## src/rtl/div_mem_responder.sv

```systemverilog
// Memory-mapped restoring divider: reads dividend/divisor from data memory,
// writes quotient/remainder back, and completes the start/ack launch handshake.
module div_mem_responder #(
   parameter logic [7:0] DVD_ADDR = 8'd0,
   parameter logic [7:0] DVS_ADDR = 8'd2,
   parameter logic [7:0] QUO_ADDR = 8'd4,
   parameter logic [7:0] REM_ADDR = 8'd5
) (
   input  logic       clk,
   input  logic       reset,
   input  logic       start,
   output logic       ack,
   output logic [7:0] mem_addr,
   input  logic [7:0] mem_rd_data,
   output logic       mem_wr_en,
   output logic [7:0] mem_wr_data
);

   localparam logic [2:0] IDLE   = 3'd0;
   localparam logic [2:0] RD_DVD = 3'd1;
   localparam logic [2:0] RD_DVS = 3'd2;
   localparam logic [2:0] LATCH  = 3'd3;
   localparam logic [2:0] DIVIDE = 3'd4;
   localparam logic [2:0] WR_QUO = 3'd5;
   localparam logic [2:0] WR_REM = 3'd6;
   localparam logic [2:0] DONE   = 3'd7;

   logic [2:0] state_q, state_d;
   logic       armed_q, armed_d;
   logic [7:0] dvd_q, dvd_d;
   logic [7:0] dvs_q, dvs_d;
   logic [7:0] r_q, r_d;
   logic [7:0] q_q, q_d;
   logic [2:0] cnt_q, cnt_d;

   // The remainder after each step is below the divisor, so only the shifted
   // trial value needs the 9th bit; a zero divisor naturally yields FF / dividend.
   logic [8:0] r_sh;
   logic [8:0] r_sub;
   logic       ge;
   logic [2:0] bit_idx;

   assign bit_idx = 3'd7 - cnt_q;
   assign r_sh    = {r_q, dvd_q[bit_idx]};
   assign r_sub   = r_sh - {1'b0, dvs_q};
   assign ge      = (r_sh >= {1'b0, dvs_q});

   always_comb begin
      state_d = state_q;
      armed_d = armed_q;
      dvd_d   = dvd_q;
      dvs_d   = dvs_q;
      r_d     = r_q;
      q_d     = q_q;
      cnt_d   = cnt_q;
      case (state_q)
         IDLE: begin
            if (start) begin
               armed_d = 1'b1;
            end else if (armed_q) begin
               armed_d = 1'b0;
               state_d = RD_DVD;
            end
         end
         RD_DVD: state_d = RD_DVS;
         RD_DVS: begin
            dvd_d   = mem_rd_data;
            state_d = LATCH;
         end
         LATCH: begin
            dvs_d   = mem_rd_data;
            r_d     = '0;
            q_d     = '0;
            cnt_d   = '0;
            state_d = DIVIDE;
         end
         DIVIDE: begin
            r_d          = ge ? r_sub[7:0] : r_sh[7:0];
            q_d[bit_idx] = ge;
            cnt_d        = cnt_q + 3'd1;
            if (cnt_q == 3'd7) state_d = WR_QUO;
         end
         WR_QUO: state_d = WR_REM;
         WR_REM: state_d = DONE;
         DONE: begin
            if (start) begin
               armed_d = 1'b1;
               state_d = IDLE;
            end
         end
         default: state_d = IDLE;
      endcase
   end

   always_ff @(posedge clk or negedge reset) begin
      if (!reset) begin
         state_q <= IDLE;
         armed_q <= 1'b0;
         dvd_q   <= '0;
         dvs_q   <= '0;
         r_q     <= '0;
         q_q     <= '0;
         cnt_q   <= '0;
      end else begin
         state_q <= state_d;
         armed_q <= armed_d;
         dvd_q   <= dvd_d;
         dvs_q   <= dvs_d;
         r_q     <= r_d;
         q_q     <= q_d;
         cnt_q   <= cnt_d;
      end
   end

   // Outputs decode straight from state so an asynchronous reset drops them at once.
   always_comb begin
      mem_addr    = '0;
      mem_wr_en   = 1'b0;
      mem_wr_data = '0;
      case (state_q)
         RD_DVD: mem_addr = DVD_ADDR;
         RD_DVS: mem_addr = DVS_ADDR;
         WR_QUO: begin
            mem_addr    = QUO_ADDR;
            mem_wr_en   = 1'b1;
            mem_wr_data = q_q;
         end
         WR_REM: begin
            mem_addr    = REM_ADDR;
            mem_wr_en   = 1'b1;
            mem_wr_data = r_q;
         end
         default: ;
      endcase
   end

   assign ack = (state_q == DONE);

endmodule

```

## config.mk

```make
export PLATFORM = sky130hd
export DESIGN_NAME = div_mem_responder
export DESIGN_NICKNAME = d
export VERILOG_FILES = /design/src/rtl/div_mem_responder.sv
export SDC_FILE = /design/constraint.sdc
export NUM_CORES = 1
export LEC_CHECK = 0
export ABC_AREA = 1
export BUFFER_PORTS_ARGS = -buffer_cell sky130_fd_sc_hd__buf_2
export CORE_UTILIZATION = 35
export DETAILED_ROUTE_END_ITERATION = 8
export PLACE_DENSITY = 0.6
export SLEW_MARGIN = 20
export SYNTH_ARGS = -nofsm -noshare
export SYNTH_HDL_FRONTEND = slang
export SYNTH_SLANG_ARGS = --single-unit
```

## constraint.sdc

```tcl
create_clock -name clk -period 2.5 [get_ports clk]
set_clock_uncertainty 0.05 [all_clocks]
set_input_delay 0 -clock clk [delete_from_list [all_inputs] [get_ports clk]]
set_output_delay 0 -clock clk [all_outputs]
set_load 0.05 [all_outputs]
```

==> out/metrics.csv, run 1 <==
metric,value,unit
first-pass GRT wire length,9790,um
number of diodes,0,
CTS Root Cell,clkbuf_8,
drt via density,4.61,
Die Wd,86.0,um
clk buf depth,2,
final setup fails,0,
share of layout cells above drive strength 1,17.6,%
Area Overhead vs Synth,18.0,%
worst rel slew slack,41.5,%
PwrDens,1300,nW/um^2
Area after DPL,2660,um^2
gr usage total,17.0,%
reg-to-reg endpoint,r_q[4]$_DFFE_PN0P_,
async set-reset flop share out of synthesis,100,%
antenna-violating nets left,0,
CP Class,flop to flop,
die height,86.0,um
Core Region,6790,um^2
fin nets,392,
setup slack after layout,0.252,ns
Clock Latency Late Sink,0.30,ns
"Design Area, Final",2910,um^2
"EDFF count, synth",0,
Worst EP arrival,2.39,ns
outcome,finished clean,
antenna violations before repair,0,
fin crit share,89.9,%
Startpoint Class,flop,
worst-margin pin slew,0.878,ns
PortBufs,23,
TritonRoute pass-1 iters,4,
FF-to-FF path depth,15,
CTS tree,yes,
Reg2Reg Setup Slack,0.25,ns
Tmin final,2.25,ns
post-synth cell types,31,
final hold vios,0,
f_max,445,MHz
vias in the first global route,2076,
Synth area leaders,"dfrtp_1 40%, nand2_1 14%, inv_1 8.5%",
Place WS,0.149,ns
H-tree depth,2,
Boundary Pins,29,
synth warn,0,
Mapped Cells,330,
"Reg clk slew, reported paths",0.09,ns
"flops & latches, synth",39,
DP Wirelength,4320,um
"Req. time, crit path",2.64,ns
grt total ovfl,0,
Starting Density,36.3,%
"Top FF cell, synth",dfrtp_1,
post-synthesis sequential area ratio,39.6,%
crit path max fanout,6,
DR vias,2147,
routability cong.,0.855,
max-slew violations,0,
clock tree sinks,39,
syn_area_per_cell,7.48,um^2
Non-Filler Instances,466,
peak supply drop,0.392,mV
synthesized area,2470,um^2
fillers,674,
row cnt,30,
Leak Pwr,1.56,nW
largest net degree at the start of global routing,40,
max_cap viols,0,
Fin Hold WS,0.305,ns
DR WL/cell,12.4,um
Post-route DRC,0,
placed cell count,444,
sequential standard cell area,978,um^2
die area,7390,um^2
drt initial violations,91,
top cell type by total area after synthesis,dfrtp_1,
crit end category,flop,
Reg-to-Reg Start,cnt_q[2]$_DFFE_PN0P_,
Multi-input gate area,1210,um^2
share of the synthesized area in the top cell type,39.6,%
HP Class,input pin to async pin,
TritonCTS Buffers,5,
DRT Wirelength,5760,um
==> sequential cells by signal, indices dropped and copies added, names as in the netlist <==
| name | flops |
|---|---|
| cnt_q | 3 |
| state_q | 3 |
| dvd_q | 8 |
| r_q | 8 |
| q_q | 8 |
| dvs_q | 8 |
| armed_q | 1 |
==> through the flow <==
step / power [mW] / util (%) / setup TNS (ns)
finish: 3.78 / 42.9 / 0
global route: 4.15 / 42.9 / -0.00396
CTS: 3.75 / 42.3 / 0
detailed placement: 3.19 / 39.2 / 0
global placement: 3.16 / 39.2 / 0
floorplan: 2.73 / - / 0
==> layer usage <==
| metal | global-route usage, % | part of all wire [%] | wire [um] | vias up |
|---|---|---|---|---|
| met3 | 2.98 | 4.0 | 228 | 5 |
| met2 | 25.5 | 43 | 2480 | 50 |
| met5 | 0 | 0 | 0 | - |
| met1 | 24.7 | 52 | 2990 | 981 |
| met4 | 5.45 | 1.2 | 67 | 0 |
| li1 | - | - | - | 1111 |
==> Yosys cell counts (4+ instances only) <==
cell type  number
buf_4           6
inv_2           4
a21oi_1         5
o21ai_1         8
nor2_1         17
o22ai_1         8
o21ai_0        21
ha_1           11
nand3_2        10
nand3_1        28
buf_2           4
inv_1          56
dfrtp_1        39
nand2_1        91
==> layout by cell type (no fill, tap or decap), types with 3 or more instances in the layout <==
master | synthesis | routed
buf_2 | 4 | 23
clkbuf_8 | 0 | 5
inv_2 | 4 | 4
nor2_2 | 3 | 3
nor2_1 | 17 | 17
o22ai_1 | 8 | 8
inv_1 | 56 | 55
o21ai_0 | 21 | 21
dfrtp_1 | 39 | 37
xnor2_1 | 3 | 3
a21oi_1 | 5 | 5
nand3_2 | 10 | 10
ha_1 | 11 | 11
buf_4 | 6 | 6
dlygate4sd3_1 | 0 | 10
nand3_1 | 28 | 28
conb_1 | 1 | 5
o21ai_1 | 8 | 8
nand2_1 | 91 | 90
==> final cells by class <==
cell class | instances | share of cell area (%)
clock buffers | 5 | 2.36
clock inverters | 3 | 1.50
inverters | 60 | 7.82
multi-input cells | 224 | 41.6
flip-flops and latches | 39 | 33.6
well taps | 96 | 4.13
repair buffers | 39 | 8.94
==> what timing repair did <==
item | CTS | global route
resized for setup | 0 | 5
hold endpoints to repair | 58 | 0
hold buffers | 10 | 0
setup buffers | 0 | 4
endpoints found under the setup margin | 0 | 10
==> power by group <==
group / switching (mW) / leakage (nW) / internal [mW] / total (mW)
Sequential: 0.193 / 0.498 / 0.863 / 1.06
Combinational: 1.45 / 1.00 / 0.732 / 2.18
Clock: 0.241 / 0.0581 / 0.297 / 0.539
Total: 1.89 / 1.56 / 1.89 / 3.78
==> cells by family (layout without fill, tap and decap cells) <==
group,count (synthesis),in the layout,share of synthesized area [%]
buffers and inverters,71,107,12.2
other,1,5,0.152
and+or+nand+nor,159,159,30.7
xor gates and xnor gates,3,3,1.07
DFF,39,39,39.6
AOI/OAI and AO/OA,45,45,9.89
adders and majority gates,12,12,6.39
==> critical path, cell delays in order, from the launching register on <==
cell	delay, ns
dfrtp_2	0.45
buf_4	0.15
nand3_1	0.07
nand2_1	0.06
nor2_1	0.08
nand2_1	0.06
nand2_2	0.09
ha_1	0.14
inv_1	0.04
fa_1	0.39
nand3_1	0.08
nand2_1	0.08
xnor2_1	0.17
nand2_1	0.09
nand3_1	0.09
nand2_1	0.05
==> worst max path at each step <==
stage	start	to
2_1_floorplan	state_q[0]$_DFFE_PN0P_	mem_wr_data[0]
3_3_place_gp	cnt_q[2]$_DFFE_PN0P_	r_q[4]$_DFFE_PN0P_
3_5_place_dp	cnt_q[2]$_DFFE_PN0P_	r_q[4]$_DFFE_PN0P_
4_1_cts	cnt_q[2]$_DFFE_PN0P_	r_q[4]$_DFFE_PN0P_
5_1_grt	cnt_q[2]$_DFFE_PN0P_	r_q[6]$_DFFE_PN0P_
6_report	cnt_q[2]$_DFFE_PN0P_	r_q[4]$_DFFE_PN0P_
No activity file was read; power rests on OpenSTA's default activity.
==> run 2: changes to the inputs <==
--- a/config.mk
+++ b/config.mk
@@ -7,6 +7,7 @@
 export LEC_CHECK = 0
 export ABC_AREA = 1
 export BUFFER_PORTS_ARGS = -buffer_cell sky130_fd_sc_hd__buf_2
+export CORE_MARGIN = 1.5
 export CORE_UTILIZATION = 35
 export DETAILED_ROUTE_END_ITERATION = 8
 export PLACE_DENSITY = 0.6
==> run 2 against run 1 <==
Combinational power decreased by 2%. Routed wire length decreased by 2.3%. Global-route usage decreased by 0.85 points. Clock-buffer cell count increased by 1. Register-to-register slack about the same. Clock power decreased by 21%. Sequential cell count unchanged. Final cell count decreased by 0.64%. Critical path depth increased by 3. Worst setup slack improved by 0.0063 ns. Fmax increased by 0.28%. Core utilization decreased by 0.77 points. Critical endpoint is now r_q[6]$_DFFE_PN0P_. Largest power group unchanged.
==> out/metrics.csv, run 2 (synthesized netlist as in run 1, its figures left out) <==
metric,value,unit,change
PwrDens,1270,nW/um^2,was 1300 nW/um^2
DRT Wirelength,5630,um,was 5760 um
most frequent cells in the layout,"91 x nand2_1, 55 x inv_1, 37 x dfrtp_1, 28 x nand3_1, 23 x buf_2",,"was 90 x nand2_1, 55 x inv_1, 37 x dfrtp_1, 28 x nand3_1, 23 x buf_2"
"Req. time, crit path",2.64,ns,about the same
total power,3.63,mW,was 3.78 mW
HP Class,input pin to async pin,,unchanged
CTS tree,yes,,unchanged
Post-route DRC,0,,unchanged
CP Launch Point,cnt_q[1]$_DFFE_PN0P_,,was cnt_q[2]$_DFFE_PN0P_
gr usage total,16.2,%,was 17.0%
worst rel slew slack,41.4,%,was 41.5%
number of diodes,0,,unchanged
TritonRoute pass-1 iters,4,,unchanged
Clock Latency Late Sink,0.30,ns,about the same
Starting Density,36.3,%,unchanged
drt via density,4.59,,was 4.61
Area Overhead vs Synth,15.9,%,was 18.0%
Reg2Reg Setup Slack,0.26,ns,was 0.25 ns
Non-Filler Instances,463,,was 466
fin nets,389,,was 392
combinational group share of total power,59.0,%,was 57.8%
crit path max fanout,7,,was 6
die height,87.0,um,was 86.0 um
Worst EP arrival,2.39,ns,about the same
share of layout cells above drive strength 1,16.3,%,was 17.6%
TritonCTS Buffers,5,,unchanged
CTS Root Cell,clkbuf_8,,unchanged
grt total ovfl,0,,unchanged
routability cong.,0.851,,was 0.855
register share of total power,29.2,%,was 28.0%
worst-margin pin slew,0.878,ns,about the same
fin crit share,89.7,%,was 89.9%
"Reg clk slew, reported paths",0.08,ns,was 0.09 ns
Int Power,1.77,mW,was 1.89 mW
"commonest non-fill, non-tap cell in the layout",nand2_1,,unchanged
reg-to-reg endpoint,r_q[6]$_DFFE_PN0P_,,was r_q[4]$_DFFE_PN0P_
peak supply drop,0.378,mV,was 0.392 mV
CP Class,flop to flop,,unchanged
antenna violations before repair,0,,unchanged
Die Wd,87.0,um,was 86.0 um
Tmin final,2.24,ns,was 2.25 ns
final hold vios,0,,unchanged
Clk network pwr share,11.8,%,was 14.3%
max_cap viols,0,,unchanged
Sw Ratio,51.3,%,was 49.9%
Core Region,6790,um^2,unchanged
row cnt,30,,unchanged
final core utilization,42.1,%,was 42.9%
crit end category,flop,,unchanged
sw power,1.86,mW,was 1.89 mW
vias in the first global route,2018,,"was 2,076"
die area,7560,um^2,was 7390 um^2
crit path to,r_q[6]$_DFFE_PN0P_,,was r_q[4]$_DFFE_PN0P_
H-tree depth,2,,unchanged
f_max,446,MHz,was 445 MHz
Leak Pwr,1.52,nW,was 1.56 nW
outcome,finished clean,,unchanged
clk buf depth,2,,unchanged
PortBufs,23,,unchanged
placed cell count,444,,unchanged
largest net degree at the start of global routing,40,,unchanged
DR WL/cell,12.2,um,was 12.4 um
final setup fails,0,,unchanged
Reg-to-Reg Start,cnt_q[1]$_DFFE_PN0P_,,was cnt_q[2]$_DFFE_PN0P_
unrepaired setup endpoints after global routing,false,,
antenna-violating nets left,0,,unchanged
Startpoint Class,flop,,unchanged
FF-to-FF path depth,18,,was 15
setup TNS,0,ns,unchanged
max-slew violations,0,,unchanged
drt initial violations,88,,was 91
Fin Hold WS,0.317,ns,was 0.305 ns
first-pass GRT wire length,9540,um,was 9790 um
DR vias,2126,,"was 2,147"
fillers,702,,was 674
Boundary Pins,29,,unchanged
DP Wirelength,4260,um,was 4320 um
clock tree sinks,39,,unchanged
-- run 2: cell types whose count changed in the layout (fill, tap and decap cells not counted) --
cell / delta
nand2_1: +1
clkinvlp_4: +1
clkinv_4: -1
clkbuf_1: +1
nand2_2: -1
buf_4: -3
bufinv_16: -1
-- run 2: power groups by stage --
stage / logic (mW) / clock network [mW] / registers (mW)
after floorplan: 1.74 / 0 / 0.991
after global placement: 2.09 / 0 / 1.06
after detailed placement: 2.11 / 0 / 1.07
after CTS: 2.14 / 0.432 / 1.06
after global routing: 2.43 / 0.461 / 1.10
final: 2.14 / 0.428 / 1.06
-- run 2: worst max-delay path, stage by stage (launching register included) --
cell	delay [ns]
dfrtp_2	0.46
inv_4	0.10
nor2_1	0.07
nand2_1	0.06
nand2_1	0.04
inv_1	0.05
nand2_1	0.04
nand2_1	0.11
ha_1	0.16
inv_1	0.05
fa_1	0.39
nand3_1	0.08
nand2_1	0.09
nand2_1	0.09
nand3b_1	0.07
nand2_1	0.07
nand2_1	0.05
nand3_1	0.07
nand2_1	0.05
-- run 2: how the worst min path moves through the flow --
stage,endpoint,slack [ns],cells past startpoint
final,armed_q$_DFFE_PN0P_,0.32,2
after global routing,dvd_q[7]$_DFFE_PN0P_,0.41,2
after CTS,dvd_q[7]$_DFFE_PN0P_,0.34,2
after detailed placement,dvd_q[1]$_DFFE_PN0P_,0.12,1
after global placement,dvd_q[1]$_DFFE_PN0P_,0.12,1
after floorplan,armed_q$_DFFE_PN0P_,-0.35,0
-- run 2: per-stage QoR --
stage                     setup slack [ns]  area, um^2
final                                0.258        2860
after global routing                0.0181        2860
after CTS                            0.179        2850
after detailed placement             0.185        2660
after global placement               0.251        2660
after floorplan                      0.138        2490
-- run 2: cell type report --
class / instances / area [um^2] / share of cell area, %
Multi-Input combinational cell: 224 / 1210 / 42.3
Sequential cell: 39 / 978 / 34.2
Timing Repair Buffer: 36 / 238 / 8.32
Inverter: 60 / 228 / 7.96
Tap cell: 96 / 120 / 4.20
Clock buffer: 6 / 72.6 / 2.54
Clock inverter: 2 / 12.5 / 0.438
-- run 2: repair_timing --
action	4_1_cts	5_1_grt
buffers inserted	0	1
gates resized for setup	0	4
endpoints found under the setup margin	0	10
hold buffers	10	0
hold endpoints to repair	57	0
-- run 2: layer usage --
| layer | global-route usage (%) | vias up | wire (um) |
|---|---|---|---|
| met5 | 0 | - | 0 |
| met4 | 5.43 | 0 | 86 |
| met3 | 2.84 | 11 | 204 |
| met2 | 25.0 | 44 | 2350 |
| met1 | 22.7 | 964 | 2990 |
| li1 | - | 1107 | - |
